--- config.mk ---
export PLATFORM = sky130hd
export DESIGN_NAME = imem_loader
export DESIGN_NICKNAME = d
export VERILOG_FILES = /design/src/rtl/imem_loader.sv
export SDC_FILE = /design/constraint.sdc
export NUM_CORES = 1
export LEC_CHECK = 0
export CAP_MARGIN = 10
export CORE_MARGIN = 3
export CORE_UTILIZATION = 35
export DETAILED_ROUTE_END_ITERATION = 16
export GPL_TIMING_DRIVEN = 0
export PLACE_DENSITY = 0.67
export SYNTH_ARGS = -nofsm -noshare
export SYNTH_HDL_FRONTEND = slang
export SYNTH_SLANG_ARGS = --single-unit
--- constraint.sdc ---
create_clock -name clk -period 2.1 [get_ports clk]
set_input_delay 0.525 -clock clk [delete_from_list [all_inputs] [get_ports clk]]
set_output_delay 0.525 -clock clk [all_outputs]
set_load 0.005 [all_outputs]
--- src/rtl/imem_loader.sv ---
// rtl/imem_loader.sv - boot-time byte-stream to instruction-memory word loader
// Optional trailing XOR checksum byte: define IMEM_LOADER_CHECKSUM_EN.
module imem_loader #(
    parameter int ADDR_W      = 64,
    parameter int DEPTH_WORDS = 256
) (
    input  logic              clk,
    input  logic              rst,
    input  logic              start,
    input  logic              in_valid,
    input  logic [7:0]        in_data,
    output logic              in_ready,
    output logic              wr_en,
    output logic [ADDR_W-1:0] wr_addr,
    output logic [31:0]       wr_data,
    output logic              core_hold,
    output logic              done,
    output logic              err
);

    typedef enum logic [2:0] {
        S_IDLE, S_LEN0, S_LEN1, S_DATA, S_WRITE, S_CHECK, S_DONE
    } state_t;

`ifdef IMEM_LOADER_CHECKSUM_EN
    localparam state_t S_TAIL = S_CHECK;
`else
    localparam state_t S_TAIL = S_DONE;
`endif

    state_t      state, state_nxt;
    logic [7:0]  len_lo;
    logic [15:0] word_cnt;
    logic [15:0] word_idx;
    logic [1:0]  byte_cnt;
    logic [23:0] shreg;
    logic        err_q;
    logic        xfer;
    logic [15:0] len_in;
    logic        len_over;
    logic        last_word;
`ifdef IMEM_LOADER_CHECKSUM_EN
    logic [7:0]  csum;
`endif

    assign xfer      = in_valid & in_ready;
    assign len_in    = {in_data, len_lo};
    assign len_over  = {1'b0, len_in} > 17'(DEPTH_WORDS);
    assign last_word = (word_idx + 16'd1) == word_cnt;
    assign err       = err_q;

    always_ff @(posedge clk) begin
        if (rst) state <= S_IDLE;
        else     state <= state_nxt;
    end

    always_comb begin
        state_nxt = state;
        case (state)
            S_IDLE:  if (start) state_nxt = S_LEN0;
            S_LEN0:  if (xfer) state_nxt = S_LEN1;
            S_LEN1: begin
                if (xfer) begin
                    if (len_over)          state_nxt = S_DONE;
                    else if (len_in == '0) state_nxt = S_TAIL;
                    else                   state_nxt = S_DATA;
                end
            end
            S_DATA:  if (xfer && byte_cnt == 2'd3) state_nxt = S_WRITE;
            S_WRITE: state_nxt = last_word ? S_TAIL : S_DATA;
            S_CHECK: if (xfer) state_nxt = S_DONE;
            S_DONE:  if (start) state_nxt = S_LEN0;
            default: state_nxt = S_IDLE;
        endcase
    end

    always_comb begin
        in_ready  = 1'b0;
        wr_en     = 1'b0;
        core_hold = 1'b1;
        done      = 1'b0;
        case (state)
            S_LEN0, S_LEN1, S_DATA, S_CHECK: in_ready = 1'b1;
            S_WRITE: wr_en = 1'b1;
            S_DONE: begin
                core_hold = 1'b0;
                done      = 1'b1;
            end
            default: ;
        endcase
    end

    // wr_addr/wr_data are loaded as the word completes, so they are valid
    // throughout the WRITE cycle and hold afterwards.
    always_ff @(posedge clk) begin
        if (rst) begin
            len_lo   <= '0;
            word_cnt <= '0;
            word_idx <= '0;
            byte_cnt <= '0;
            shreg    <= '0;
            err_q    <= 1'b0;
            wr_addr  <= '0;
            wr_data  <= '0;
`ifdef IMEM_LOADER_CHECKSUM_EN
            csum     <= '0;
`endif
        end else begin
            case (state)
                S_IDLE, S_DONE: begin
                    if (start) begin
                        err_q    <= 1'b0;
                        word_idx <= '0;
                        byte_cnt <= '0;
`ifdef IMEM_LOADER_CHECKSUM_EN
                        csum     <= '0;
`endif
                    end
                end
                S_LEN0: if (xfer) len_lo <= in_data;
                S_LEN1: begin
                    if (xfer) begin
                        word_cnt <= len_in;
                        if (len_over) err_q <= 1'b1;
                    end
                end
                S_DATA: begin
                    if (xfer) begin
                        byte_cnt <= byte_cnt + 2'd1;
                        shreg    <= {in_data, shreg[23:8]};
`ifdef IMEM_LOADER_CHECKSUM_EN
                        csum     <= csum ^ in_data;
`endif
                        if (byte_cnt == 2'd3) begin
                            wr_data <= {in_data, shreg};
                            wr_addr <= ADDR_W'({word_idx, 2'b00});
                        end
                    end
                end
                S_WRITE: word_idx <= word_idx + 16'd1;
`ifdef IMEM_LOADER_CHECKSUM_EN
                S_CHECK: if (xfer && in_data != csum) err_q <= 1'b1;
`endif
                default: ;
            endcase
        end
    end

endmodule

== Yosys cells after proc, flatten, opt, wreduce, memory -nomap -nowiden ==
Cells that the tools add are included.

* Bits in registers: 118
* Latch bits: 0
* Bits in writable memories: 0
* ROM bits: 0
* Bits of input ports: 12
* Output and inout port bits: 101
* Logic and storage cells: 66
* Memories kept: 0

* Add/subtract/negate cells: 2
* Multipliers: 0
* Divide/modulo/power cells: 0
* $lt $le $gt $ge: 1
* Equal/unequal tests: 15
* Shifts and indexed selects: 0
* Muxes and demuxes: 22
* Bitwise operators: 1
* Reductions and logical operators: 16

{| class="wikitable"
|+ Operators with widths
! kind !! count
|-
| $pmux W16 S2 || 1
|-
| $mux W3 || 8
|-
| $pmux W3 S6 || 1
|-
| $add A16 B1 Y16 const B || 1
|-
| $eq A16 B16 Y1 || 1
|-
| $gt A16 B9 Y1 const B || 1
|-
| $logic_not A16 Y1 || 1
|-
| $mux W16 || 1
|-
| $ne A2 B2 Y1 const B || 6
|-
| $eq A3 B3 Y1 const B || 3
|-
| $reduce_and A2 Y1 || 4
|-
| $mux W1 || 7
|-
| $eq A3 B2 Y1 const B || 2
|-
| $reduce_and A3 Y1 || 2
|-
| $reduce_bool A2 Y1 || 3
|-
| $reduce_and A5 Y1 || 1
|-
| $mux W2 || 2
|-
| $pmux W2 S2 || 1
|-
| $reduce_and A4 Y1 || 1
|-
| $reduce_or A4 Y1 || 1
|-
| $eq A3 B1 Y1 const B || 1
|-
| $logic_not A3 Y1 || 1
|-
| $add A2 B1 Y2 const B || 1
|-
| $eq A2 B2 Y1 const B || 1
|-
| 5 further kinds || 5
|}

== Depth between registers and ports, before layout ==
Gate-level depths: netlist (run 1).

* Depth after elaboration: 7
* Mapped depth: 8
* Depth with buffers taken out: 7

== Worst setup path after synthesis (run 1) ==
Ideal clock, no wire load.

* Kind: register to register
* Start: register word_idx[1]
* End: register state[2]
* Arrival time: 1.791 ns
* Data required time: 2.021 ns
* Slack: 0.230 ns
* Stages on the path, launching flop included: 8
* Period minus slack after synthesis: 1.870 ns
* Cells stage by stage: dfxtp_1 ha_1 nand3_1 nor4_2 xnor2_1 nor4b_2 nand4_1 a211oi_2

* Word-level cells in the longest chain between the ends: 4

{| class="wikitable"
|+ RTL lines
! what !! RTL line !! text
|-
| start, declared || 34 || <nowiki>logic [15:0] word_idx;</nowiki>
|-
| start signal, assigned || 140 || <nowiki>S_WRITE: word_idx <= word_idx + 16'd1;</nowiki>
|-
| $add A16 B1 Y16 || 49 || <nowiki>assign last_word = (word_idx + 16'd1) == word_cnt;</nowiki>
|-
| $eq A16 B16 Y1 || 49 ||
|-
| $mux W3 || 70 || <nowiki>S_WRITE: state_nxt = last_word ? S_TAIL : S_DATA;</nowiki>
|-
| $pmux W3 S6 || 59 || <nowiki>case (state)</nowiki>
|-
| end signal, assigned || 54 || <nowiki>else state <= state_nxt;</nowiki>
|-
| end, declared || 31 || <nowiki>state_t state, state_nxt;</nowiki>
|}

Every way passes these cells.
A chain may end at the register's enable or synchronous reset.

== Final worst setup path (run 1) ==
* Start: register state[1]
* End: output wr_en

* Word-level cells in the longest chain between the ends: 2

{| class="wikitable"
|+ RTL lines
! what !! RTL line !! text
|-
| $eq A3 B3 Y1 || 82 || <nowiki>case (state)</nowiki>
|-
| $mux W1 || 82 ||
|-
| end, declared || 13 || <nowiki>output logic wr_en,</nowiki>
|}

Every way passes these cells.

==> metrics.cfg, run 1 <==
[critical_path]
r2r_start = word_idx[0]$_SDFFE_PP0P_
r2r_end = state[2]$_SDFFE_PP0P_
path_max_fanout = 14
crit_arrival_ps = 1500
worstSetupPathType = reg -> out
endpoint_kind = output port
cp-start-kind = register
required_ps = 1570
rrSetupSlack_ps = 110
r2r_cells = 7

[power_and_ir_drop]
p_leak_nw = 2.70
p_per_area_mw_per_mm2 = 763
ir_drop_mv = 0.564

[timing]
final.min_clock_period_ps = 2020
hold_violations = 0
tightest_slew_ps = 683
slew-limit-headroom = 0.545
fmax_mhz = 494
fin_crit_sh = 0.964
setup_violations = 0
rsz0062_at_grt = yes
slew_viol_final = 0
skew_ps = 8.44

[layout]
syn_to_final_growth_pct = 33.9
post_route_cells_drive_above_1_share = 0.172
final_nets = 849
n_antenna_cell = 0
final_core_util = 0.482
finalInstanceArea_mm2 = 0.00736

[worst_hold_path]
hold_start = rst
hp-class = in -> reg
hold_path_end = shreg[4]$_SDFFE_PP0P_
holdPathStages = 2

[synthesis]
synth-seq-cells = 118
synth-seq-area-share = 0.430
ys_types = 54
synth_area_mm2 = 0.00549
synthSimpleGateAreaFrac = 0.252
synth_flop_cell = dfxtp_1
yosysMostFrequentCell = nand2_1
synth_edf_count = 0
syn_inst = 697
synth_top_area_frac = 0.430
synth_top_family_by_area = simple AND/OR/NAND/NOR gates
synth_xor_area_frac = 0.0367
synthAdderAreaFrac = 0.00456
muxShareOfSynthArea = 0.0166
synth.avg_cell_area_um2 = 7.88
synth_area_leaders = dfxtp_1 43%, nand2_1 13%, a21oi_1 10%
synth_warnings = 0
synth_top_cell_by_area = dfxtp_1
synth-compound-area-share = 0.141
async_reset_ff_frac = 0
synth_commonest_cells = 193 x nand2_1, 118 x dfxtp_1, 110 x a21oi_1

[global_routing]
antenna_found_initial = 0
overflow = 0
gr-usage-all-layers = 0.156
grt_pass1_vias = 4295
grt_max_degree = 17
grt_first_pass_wirelength_mm = 21.8

[placement]
globalplace.congestion = 0.851
numPortBuffers = 63
hpwlAfterDp_mm = 9.80
place_area_mm2 = 0.00656

[drt]
routedWlPerCell_um = 13.2
drt_iter0_markers = 373
final_antenna_net_count = 0
firstDrtPassIters = 5
routed_wl_mm = 13.9
vias = 4893
viasPerCell = 4.63
drc = 0

[clock_tree]
cts_buffers = 17
cts_tree = yes
clkTransAtPathRegs_ps = 50
clk_latency_ps = 420
cts.sinks = 118
cts-htree-levels = 4
clockBufferDepth = 2
cts_root_buffer = clkbuf_16

[floorplan]
fp.dieH_um = 131
start_util = 0.360
dieArea_mm2 = 0.0172
ios = 113
coreArea_mm2 = 0.0153
die_w_um = 131
rows = 45

[status]
outcome = finished, final reports clean

[job]
maxCapViolCount = 0

stage by stage:
step | power [mW] | TNS (ps) | setup slack (ps) | instances | hold slack [ps]
after global placement | 2.81 | -48890 | -840 | 1018 | 441
after floorplan | 2.68 | 0 | 230 | 744 | 432
final | 5.61 | 0 | 75.1 | 1056 | 383
after detailed placement | 2.81 | -48580 | -827 | 1018 | 445
after CTS | 5.63 | -59.6 | -59.6 | 1050 | 368
after global routing | 5.80 | -36.5 | -13.6 | 1056 | 374
per-layer routing:
metal  track usage  wire [µm]  up-vias
li1              -          -     2504
met5             0          0        -
met2         0.241       6440      146
met4        0.0595        224        0
met1         0.211       6360     2226
met3        0.0391        883       17
critical path: stages (launching register included):
cell and delay [ps]:
dfxtp_1 330, buf_4 190, inv_4 70, nand2_4 150
clkinv_8 110, clkdlybuf4s15_2 230
worst max path at each step:
stage,startpoint,cells past startpoint,endpoint
final,state[1]$_SDFFE_PP0P_,5,wr_en
after global routing,in_valid,9,wr_addr[4]$_SDFFE_PP0P_
after CTS,state[0]$_SDFFE_PP0P_,6,wr_en
after detailed placement,in_valid,9,wr_addr[5]$_SDFFE_PP0P_
after global placement,in_valid,9,wr_data[25]$_SDFFE_PP0P_
after floorplan,word_idx[1]$_SDFFE_PP0P_,7,state[2]$_SDFFE_PP0P_
sequential cells by signal, summed over array words and instances, names as in the netlist:
register  count
wr_addr      16
err           1
byte_cnt      2
shreg        24
word_idx     16
len_lo        8
wr_data      32
word_cnt     16
state         3
layout by cell type, fill, tap and decap left out, types with 7 or more instances in the layout:
| cell | n |
|---|---|
| a21oi_1 | 110 |
| buf_4 | 61 |
| buf_6 | 8 |
| clkbuf_1 | 20 |
| clkbuf_16 | 17 |
| clkbuf_8 | 7 |
| clkdlybuf4s50_1 | 59 |
| conb_1 | 48 |
| dfxtp_1 | 113 |
| mux2i_1 | 8 |
| nand2_1 | 191 |
| nand2b_1 | 7 |
| nand3_1 | 7 |
| nand4_1 | 7 |
| nor2_1 | 36 |
| nor3_1 | 7 |
| o21ai_0 | 16 |
| xnor2_1 | 20 |
cell type report:
class                      instances  area [µm²]
inverter                           9        52.6
timing repair buffer              74         711
buffer                            89         639
tap                              211         264
sequential                       118        2370
fill                            1469        7900
multi-input combinational        526        2740
clock buffer                      21         470
clock inverter                     8         101
power by group:
part / internal (mW) / switching (mW)
sequential: 2.27 / 0.0259
combinational: 0.219 / 0.293
clock: 1.81 / 0.988
what timing repair did:
action | 4_1_cts | 5_1_grt
setup endpoints to repair | 54 | 83
pin swaps | 1 | 7
resized for setup | 34 | 29
hold buffers | 0 | 0
cloned | 0 | 1
endpoints found under the hold margin | 0 | 0
setup buffers | 3 | 8
kinds of logic (layout without fill, tap and decap cells):
logic type / after synthesis / after routing
muxes: 9 / 9
and+or+nand+nor: 298 / 299
AOI/OAI and AO/OA: 145 / 145
adders and majority gates: 2 / 2
xor gates and xnor gates: 23 / 23
buffers and inverters: 101 / 201
DFF: 118 / 118
other: 1 / 48
(Power assumes the default switching activity.)
==> run 2: changes to the inputs <==
CORE_UTILIZATION = 25   (was 35)
PLACE_DENSITY = 0.54   (was 0.67)
==> metrics.cfg, run 2 (synthesis results as in run 1) <==
[clock_tree]
cts-htree-levels = 4
cts_tree = yes
cts_root_buffer = clkbuf_16
clk_latency_ps = 420
clockBufferDepth = 2
cts_buffers = 17
clkTransAtPathRegs_ps = 60
cts.sinks = 118

[drt]
viasPerCell = 4.33
drt_iter0_markers = 301
final_antenna_net_count = 0
routedWlPerCell_um = 13.7
firstDrtPassIters = 5
routed_wl_mm = 15.5
vias = 4897
drc = 0

[layout]
syn_to_final_growth_pct = 38.0
finalInstanceArea_mm2 = 0.00758
regMostFlops = wr_data
fill_cells = 2198
final_common_cell = nand2_1
stdcell_count = 1132
final_cell_mix = 191 x nand2_1, 113 x dfxtp_1, 110 x a21oi_1
reg.largest.list = wr_data x32, shreg x24
final_core_util = 0.356
post_route_cells_drive_above_1_share = 0.180
largest_reg_flops = 32
final_nets = 858
n_antenna_cell = 0

[critical_path]
crit_arrival_ps = 1520
crit_slowest_cell = dfxtp_1
endpoint_kind = output port
path_max_fanout = 10
worstSetupPathType = reg -> out
r2r_end = state[2]$_SDFFE_PP0P_
path_buf_inv = 4
r2r_start = word_idx[1]$_SDFFE_PP0P_
r2r_cells = 7
cp_common_cell = buf_8
rrSetupSlack_ps = 70
cp-start-kind = register
max_stage_delay_ps = 320
worstPathCellList = buf_8 -> nor2b_4 -> nand2_4 -> inv_4 -> buf_8 -> clkdlybuf4s15_2
cp_top_family = buffers and inverters
required_ps = 1570

[power_and_ir_drop]
total_power_mw = 5.95
p_leak_nw = 2.79
ir_drop_mv = 0.466
p_per_area_mw_per_mm2 = 786

[global_routing]
antenna_found_initial = 0
overflow = 0
met3_usage = 0.0325
grt_pass1_vias = 4512
grt_first_pass_wirelength_mm = 23.6
grt_max_degree = 17
groute.layer.met2.usage = 0.196
met1_usage = 0.167
gr-usage-all-layers = 0.124
top_usage_layer = met2

[floorplan]
dieArea_mm2 = 0.0238
rows = 53
die_w_um = 154
ios = 113
start_util = 0.258
fp.dieH_um = 154
coreArea_mm2 = 0.0213

[placement]
place_area_mm2 = 0.00664
dp_cells = 1082
hpwlAfterDp_mm = 10.8
numPortBuffers = 63
globalplace.congestion = 0.856

[status]
outcome = finished, final reports clean

[timing]
setup-tns-final_ps = 0
tightest_slew_ps = 761
fin_crit_sh = 0.973
hold_violations = 0
final.min_clock_period_ps = 2040
setup_violations = 0
fmax_mhz = 489
skew_ps = 8.74
slew_viol_final = 0
slew-limit-headroom = 0.493

[worst_hold_path]
hold_start = rst
holdPathStages = 2
hp-class = in -> reg
hold_path_end = shreg[4]$_SDFFE_PP0P_

[job]
maxCapViolCount = 0

## run 2: cell types whose count changed in the layout (fill, tap and decap cells not counted), moves of 2 or more
cell and delta:
buf_8 +2, inv_6 +4, clkbuf_4 -2, nor3_2 -2
bufinv_16 +2, clkbuf_1 +2, clkbuf_8 -2, buf_4 +7
clkinv_2 -2
## run 2: worst reg2reg max path: cells and delay by family (launching register included)
kind | cells | cell delay, ps
AO/OA/AOI/OAI | 1 | 230
XOR/XNOR | 1 | 130
adder cells (fa/ha/maj) | 1 | 220
AND/OR/NAND/NOR | 4 | 940
flip-flops | 1 | 410
## run 2: final cells by class
type / instances / area [µm²] / area share
plain buffers: 91 / 668 / 0.0882
well taps: 275 / 344 / 0.0454
clock buffers: 19 / 443 / 0.0585
multi-input cells: 526 / 2750 / 0.362
repair buffers: 81 / 766 / 0.101
clock inverters: 13 / 194 / 0.0256
flip-flops and latches: 118 / 2370 / 0.313
inverters: 9 / 42.5 / 0.00561
## run 2: worst max-delay path by stage
stage	end	depth (start not counted)	slack, ps	start
5_1_grt	wr_en	6	-1	state[0]$_SDFFE_PP0P_
6_report	wr_en	6	60	state[0]$_SDFFE_PP0P_
3_5_place_dp	wr_addr[5]$_SDFFE_PP0P_	9	-940	in_valid
3_3_place_gp	wr_addr[3]$_SDFFE_PP0P_	9	-920	in_valid
4_1_cts	wr_en	6	-80	state[0]$_SDFFE_PP0P_
2_1_floorplan	state[2]$_SDFFE_PP0P_	7	230	word_idx[1]$_SDFFE_PP0P_
## run 2: per-stage QoR
step	hold slack, ps	worst slack [ps]
floorplan	432	230
global placement	443	-922
detailed placement	448	-944
CTS	372	-75.4
global route	377	-1.05
finish	381	57.0
## run 2: layer usage
| layer | part of all wire | up-vias |
|---|---|---|
| met1 | 0.47 | 2257 |
| met4 | 0.010 | 0 |
| li1 | - | 2521 |
| met2 | 0.46 | 110 |
| met5 | 0 | - |
| met3 | 0.056 | 9 |
## run 2: timing repair
action | in CTS | in global routing
setup endpoints to repair | 75 | 71
cloned | 0 | 1
hold buffers | 0 | 0
resized for setup | 40 | 20
endpoints found under the hold margin | 0 | 0
pin swaps | 6 | 7
buffers inserted | 4 | 14
## run 2: power breakdown
group,switching [mW],internal (mW),total [mW]
registers,0.0270,2.27,2.30
logic,0.300,0.228,0.528
clock network,1.10,2.03,3.13
total,1.42,4.53,5.95
